`src/rtl/r5p_hpm.sv`:
```
// R5P hardware performance monitor: CNT event counters with per-counter event masks and inhibits.
// Optional overflow flags and interrupt are enabled with `define R5P_HPM_OVF_EN.
module r5p_hpm #(
  parameter int unsigned CNT = 4,
  parameter int unsigned CW  = 64,
  parameter int unsigned EW  = 13
) (
  input  logic          clk,
  input  logic          rst,
  input  logic [EW-1:0] evt,
  input  logic          csr_ren,
  input  logic          csr_wen,
  input  logic [11:0]   csr_adr,
  input  logic [31:0]   csr_wdt,
  output logic [31:0]   csr_rdt,
  output logic          csr_hit,
  output logic          irq
);

  localparam int unsigned HW = CW - 32;
  // evt bit 1 is reserved and must never count, whatever the mask says.
  localparam logic [EW-1:0] EVT_VALID = ~EW'(2);

  logic [CW-1:0]  cnt_q  [CNT];
  logic [CW-1:0]  cnt_d  [CNT];
  logic [EW-1:0]  mask_q [CNT];
  logic [EW-1:0]  mask_d [CNT];
  logic [CNT-1:0] inh_q, inh_d;
  logic [CNT-1:0] inc;
  logic [31:0]    rdt_q, rdt_d;
  logic           hit_q, hit_d;
`ifdef R5P_HPM_OVF_EN
  logic [CNT-1:0] of_q, of_d;
  logic [CNT-1:0] ofen_q, ofen_d;
  logic           irq_q, irq_d;
`endif

  logic unused_wdt;
  assign unused_wdt = ^csr_wdt;

  always_comb begin
    inc = '0;
    for (int n = 0; n < CNT; n++) begin
      inc[n] = !inh_q[n] && (|(evt & mask_q[n] & EVT_VALID));
    end
  end

  always_comb begin
    inh_d = inh_q;
    rdt_d = rdt_q;
    hit_d = hit_q;
`ifdef R5P_HPM_OVF_EN
    of_d   = of_q;
    ofen_d = ofen_q;
    irq_d  = |(of_q & ofen_q);
`endif
    if (csr_ren) begin
      rdt_d = '0;
      hit_d = 1'b0;
    end
    if (csr_wen && csr_adr == 12'h320) inh_d = csr_wdt[3 +: CNT];
    if (csr_ren && csr_adr == 12'h320) begin
      rdt_d = 32'(inh_q) << 3;
      hit_d = 1'b1;
    end
    for (int n = 0; n < CNT; n++) begin
      cnt_d[n]  = cnt_q[n];
      mask_d[n] = mask_q[n];
      if (inc[n]) cnt_d[n] = cnt_q[n] + CW'(1);
`ifdef R5P_HPM_OVF_EN
      if (inc[n] && (&cnt_q[n])) of_d[n] = 1'b1;
`endif
      // Writes are applied after the increment so they override it.
      if (csr_wen && csr_adr == 12'h323 + 12'(n)) begin
        mask_d[n] = csr_wdt[EW-1:0];
`ifdef R5P_HPM_OVF_EN
        of_d[n]   = csr_wdt[31];
        ofen_d[n] = csr_wdt[30];
`endif
      end
      if (csr_wen && csr_adr == 12'hB03 + 12'(n)) cnt_d[n] = {cnt_q[n][CW-1:32], csr_wdt};
      if (csr_wen && csr_adr == 12'hB83 + 12'(n)) cnt_d[n] = {csr_wdt[HW-1:0], cnt_q[n][31:0]};
      if (csr_ren && csr_adr == 12'h323 + 12'(n)) begin
`ifdef R5P_HPM_OVF_EN
        rdt_d = {of_q[n], ofen_q[n], 30'(mask_q[n])};
`else
        rdt_d = 32'(mask_q[n]);
`endif
        hit_d = 1'b1;
      end
      if (csr_ren && csr_adr == 12'hB03 + 12'(n)) begin
        rdt_d = cnt_q[n][31:0];
        hit_d = 1'b1;
      end
      if (csr_ren && csr_adr == 12'hB83 + 12'(n)) begin
        rdt_d = 32'(cnt_q[n][CW-1:32]);
        hit_d = 1'b1;
      end
    end
  end

  always_ff @(posedge clk) begin
    if (rst) begin
      for (int n = 0; n < CNT; n++) begin
        cnt_q[n]  <= '0;
        mask_q[n] <= '0;
      end
      inh_q <= '0;
      rdt_q <= '0;
      hit_q <= 1'b0;
`ifdef R5P_HPM_OVF_EN
      of_q   <= '0;
      ofen_q <= '0;
      irq_q  <= 1'b0;
`endif
    end else begin
      for (int n = 0; n < CNT; n++) begin
        cnt_q[n]  <= cnt_d[n];
        mask_q[n] <= mask_d[n];
      end
      inh_q <= inh_d;
      rdt_q <= rdt_d;
      hit_q <= hit_d;
`ifdef R5P_HPM_OVF_EN
      of_q   <= of_d;
      ofen_q <= ofen_d;
      irq_q  <= irq_d;
`endif
    end
  end

  assign csr_rdt = rdt_q;
  assign csr_hit = hit_q;
`ifdef R5P_HPM_OVF_EN
  assign irq = irq_q;
`else
  assign irq = 1'b0;
`endif

endmodule
```
`config.mk`:
```
export PLATFORM = sky130hd
export DESIGN_NAME = r5p_hpm
export DESIGN_NICKNAME = d
export VERILOG_FILES = /design/src/rtl/r5p_hpm.sv
export SDC_FILE = /design/constraint.sdc
export NUM_CORES = 1
export LEC_CHECK = 0
export ABC_AREA = 1
export BUFFER_PORTS_ARGS = -buffer_cell sky130_fd_sc_hd__buf_2
export CORE_ASPECT_RATIO = 0.6
export CORE_MARGIN = 2
export CORE_UTILIZATION = 58
export DETAILED_ROUTE_END_ITERATION = 10
export PLACE_DENSITY = 0.87
export SLEW_MARGIN = 10
export SYNTH_ARGS = -nofsm -noshare
export SYNTH_HDL_FRONTEND = slang
export SYNTH_SLANG_ARGS = --single-unit
export TNS_END_PERCENT = 1
```
`constraint.sdc`:
```
create_clock -name clk -period 1.9 [get_ports clk]
set_clock_uncertainty 0.05 [all_clocks]
set_input_delay 0.285 -clock clk [delete_from_list [all_inputs] [get_ports clk]]
set_output_delay 0.285 -clock clk [all_outputs]
set_load 0.05 [all_outputs]
```
==> flow_summary.ini, run 1 <==
[logic_synthesis]
synthMuxAreaShare_pct = 0
async_flop_share_pct = 0
synth_largest_area_cell = dfxtp_1
yosys_warnings = 0
yosysMostFrequentCell = nand2_1
ys_seq_area_share_pct = 27.8
synth_xor_area_share_pct = 4.03
ys_types = 55
synth_simple_gate_area_share_pct = 32.8
synthCells = 4028
syn_avg_cell_area_um2 = 6.16
synth_top_family_by_area = simple AND/OR/NAND/NOR gates
synth_fa_ha_area_share_pct = 0.202
netlist_area_um2 = 24800
synth_top_cell_area_share_pct = 27.8
synth_compound_area_share_pct = 22.8
yosys-top-cells-area = dfxtp_1 (28%), nand2_1 (12%), inv_1 (8.8%)
netlist_top_cells_count = nand2_1 (780), inv_1 (584), a21oi_1 (403)
ys_seq_elements = 345
syn-num-nets = 4093
synthFlopType = dfxtp_1
synth_edf_count = 0

[run_status]
lastStage = 5_1_grt
status = did not finish
toolErrorMsg = [ERROR GRT-0116] Global routing finished with congestion. Check the congestion regions in the DRC Viewer.

[global_route]
first_global_vias = 45300
grt_pass1_wl_um = 293000
grt_overflow = 781
grt_max_degree = 78
grt_use_total_pct = 86.8

[placed_design]
portBuffers = 92
gp_routability_congestion = 1.53
hpwl_um = 105000
post-place-ws_ps = -701
dpl-instance-area_um2 = 32700

[cts]
cts.sinks = 345
cts_max_level = 2
numCtsBuffers = 36
root_buffer = clkbuf_16
clock_path_buffers = 3

[floorplanning]
die_h_um = 164
ioPinCount = 95
die_w_um = 271
start_util_pct = 59.0
row_count = 58
[cell families after synthesis]
family	Yosys count
AO/OA/AOI/OAI	1010
AND/OR/NAND/NOR	1766
flip-flops	345
buffers and inverters	788
other	1
XOR/XNOR	114
adder cells (fa/ha/maj)	4
[metrics by stage]
| stage | setup TNS (ps) | cells | hold WS (ps) |
|---|---|---|---|
| 2_1_floorplan | -510 | 4028 | 374 |
| 3_3_place_gp | -93950 | 5447 | 385 |
| 3_5_place_dp | -114560 | 5447 | 402 |
| 4_1_cts | -26590 | 5528 | 1.57 |
[timing repair]
action                                  in CTS
hold buffers                                 6
endpoints found under the setup margin     262
cloned                                       0
setup buffers                               11
resized for setup                          268
pin swaps                                   36
endpoints found under the hold margin        6
[layer usage]
layer  GRT usage [%]  overflow
met3            82.3       108
met5            71.9        26
met1            85.9        91
met4            87.1       227
met2            92.9       329
==> inputs of run 2 (changes only) <==
--- a/config.mk
+++ b/config.mk
@@ -7,11 +7,10 @@
 export LEC_CHECK = 0
 export ABC_AREA = 1
 export BUFFER_PORTS_ARGS = -buffer_cell sky130_fd_sc_hd__buf_2
-export CORE_ASPECT_RATIO = 0.6
 export CORE_MARGIN = 2
-export CORE_UTILIZATION = 58
+export CORE_UTILIZATION = 40
 export DETAILED_ROUTE_END_ITERATION = 10
-export PLACE_DENSITY = 0.87
+export PLACE_DENSITY_LB_ADDON = 0.15
 export SLEW_MARGIN = 10
 export SYNTH_ARGS = -nofsm -noshare
 export SYNTH_HDL_FRONTEND = slang
==> constraint.sdc (replaced) <==
create_clock -name clk -period 2.45 [get_ports clk]
set_clock_uncertainty 0.05 [all_clocks]
set_input_delay 0.3675 -clock clk [delete_from_list [all_inputs] [get_ports clk]]
set_output_delay 0.3675 -clock clk [all_outputs]
set_load 0.05 [all_outputs]
==> flow_summary.ini, run 2 <==
[run_status]
status = complete, no violations

[timing]
hold_violations = 0
final_max_slew_viol_count = 0
fmax_ghz = 0.424
final.min_clock_period_ps = 2360
worst_pin_slew_ps = 991
rsz0062_at_grt = true
setup_viol = 0
period_share_pct = 96.4
slew_headroom_pct = 33.9

[detailed_routing]
vias = 30800
routed_via_density = 5.88
drc_errors = 0
firstDrtPassIters = 6
totalWireLength_um = 132000
ant_nets = 0
drt_iter0_drc = 4141
wl_per_cell_um = 25.3

[hold_path]
holdPathStages = 3
hold_path_end = cnt_q[3][47]
hp-start = csr_wdt[15]
hp-class = in2reg

[global_route]
first_global_vias = 28000
grt_pass1_wl_um = 191000
grt_use_total_pct = 40.7
grt_max_degree = 110
antenna_found_initial = 7
grt_overflow = 0

[placed_design]
portBuffers = 92
hpwl_um = 103000
place_inst = 5145
gp_routability_congestion = 1.04

[logic_synthesis]
ys_types = 55
async_flop_share_pct = 0
yosys-top-cells-area = dfxtp_1 (28%), nand2_1 (12%), inv_1 (8.8%)
syn-num-nets = 4093
ys_seq_elements = 345
yosysMostFrequentCell = nand2_1
yosys_warnings = 0
synth_largest_area_cell = dfxtp_1
netlist_area_um2 = 24800
synth_top_cell_area_share_pct = 27.8
ys_seq_area_share_pct = 27.8
syn_avg_cell_area_um2 = 6.16
synth_edf_count = 0
synthCells = 4028
netlist_top_cells_count = nand2_1 (780), inv_1 (584), a21oi_1 (403)
synthFlopType = dfxtp_1

[setup_path]
worstPathArrival_ps = 2830
crit_fanout = 4
cp.required_ps = 2920
r2r-start = cnt_q[1][1]
rrSetupSlack_ps = 90
r2r-end = cnt_q[1][60]
reg2reg_depth = 11
endpoint_kind = register
crit_path_start_kind = register
path_class = reg2reg

[cells_and_area]
final_common_cell = nand2_1
drive_gt1_share_pct = 16.7
fin_util_pct = 49.9
final_cells = 5238
nets = 4472
largest-register = cnt_q
final_cell_mix = nand2_1 (779), inv_1 (583), a21oi_1 (403)
fillers = 6521
area_growth_pct = 23.6
largest_reg_flops = 256

[job]
maxCapViolCount = 0

[floorplanning]
die_w_um = 253
ioPinCount = 95
die_area_um2 = 64000
core_region_area_um2 = 61500
row_count = 91
die_h_um = 253
start_util_pct = 40.3

[cts]
clk_pin_slew_worst_paths_ps = 60
root_buffer = clkbuf_16
numCtsBuffers = 45
cts_tree = done
cts_max_level = 2
clk_latency_ps = 610
clock_path_buffers = 3
cts.sinks = 345

[pwr]
irDropWorstVdd_mv = 0.555
total_power_mw = 13.5
power_density_nw_per_um2 = 439
power_leakage_nw = 11.5
==> run 2: cell counts after synthesis <==
Identical to the previous run, type by type.
==> run 2: kinds of logic (layout without fill, tap and decap cells) <==
| kind of cell | after synthesis | in the layout | synth area share, % |
|---|---|---|---|
| fa+ha+maj | 4 | 4 | 0.202 |
| other cells | 1 | 8 | 0.0151 |
| flops | 345 | 345 | 27.8 |
| buf+inv | 788 | 1201 | 12.3 |
| simple gates | 1766 | 1766 | 32.8 |
| compound gates | 1010 | 1010 | 22.8 |
| xor+xnor | 114 | 114 | 4.03 |
==> run 2: per-layer routing <==
layer	track usage, %	part of all wire (%)
met5	0	0.0098
met4	24.4	6.6
met3	9.22	11
met2	60.6	42
met1	53.5	41
==> run 2: worst max-delay path, stage by stage (launching register included) <==
cell and delay, ps:
dfxtp_1 390, ha_1 190, inv_1 70, nor2_2 190, buf_4 150, inv_1 70
nor2_1 230, nand4_1 300, nor4_2 250, xor2_1 170, nand4_1 90, a21oi_1 150
==> run 2: what timing repair did <==
action / 4_1_cts / 5_1_grt
hold endpoints to repair: 4 / 0
buffers inserted: 0 / 1
cloned: 0 / 0
hold buffers: 4 / 0
pin swaps: 0 / 3
setup endpoints to repair: 4 / 38
gates resized for setup: 2 / 27
==> run 2: cell type report <==
class | instances | area, µm² | area share (%)
Sequential cell | 345 | 6920 | 22.6
Clock inverter | 15 | 168 | 0.547
Timing Repair Buffer | 514 | 4040 | 13.2
Antenna cell | 7 | 17.5 | 0.0571
Inverter | 606 | 2280 | 7.42
Tap cell | 790 | 988 | 3.22
Clock buffer | 66 | 1350 | 4.39
Multi-Input combinational cell | 2895 | 14900 | 48.6
==> run 2: how the worst max path moves through the flow <==
stage,start,slack (ps),end
2_1_floorplan,cnt_q[0][0],450,cnt_q[0][42]
3_3_place_gp,csr_adr[2],-340,csr_rdt[15]
3_5_place_dp,csr_adr[2],-380,csr_rdt[24]
4_1_cts,cnt_q[3][0],60,cnt_q[3][48]
5_1_grt,cnt_q[1][1],-30,cnt_q[1][60]
6_report,cnt_q[1][1],90,cnt_q[1][60]
==> run 2: through the flow <==
stage | setup TNS (ps) | cell area, µm² | setup WS (ps) | hold slack [ps]
final | 0 | 30700 | 89.0 | 35.8
after global routing | -34.2 | 30600 | -30.9 | 44.7
after CTS | 0 | 30600 | 58.4 | 8.18
after detailed placement | -4300 | 29000 | -380 | 387
after global placement | -3750 | 29000 | -337 | 383
after floorplan | 0 | 24800 | 445 | 374
==> run 2: where the power goes <==
group	leakage (nW)	total, mW	internal, mW	switching [mW]
registers	2.78	5.62	5.62	0.00721
clock network	0.751	7.07	4.11	2.96
logic	7.96	0.761	0.155	0.606
(Power assumes the default switching activity.)
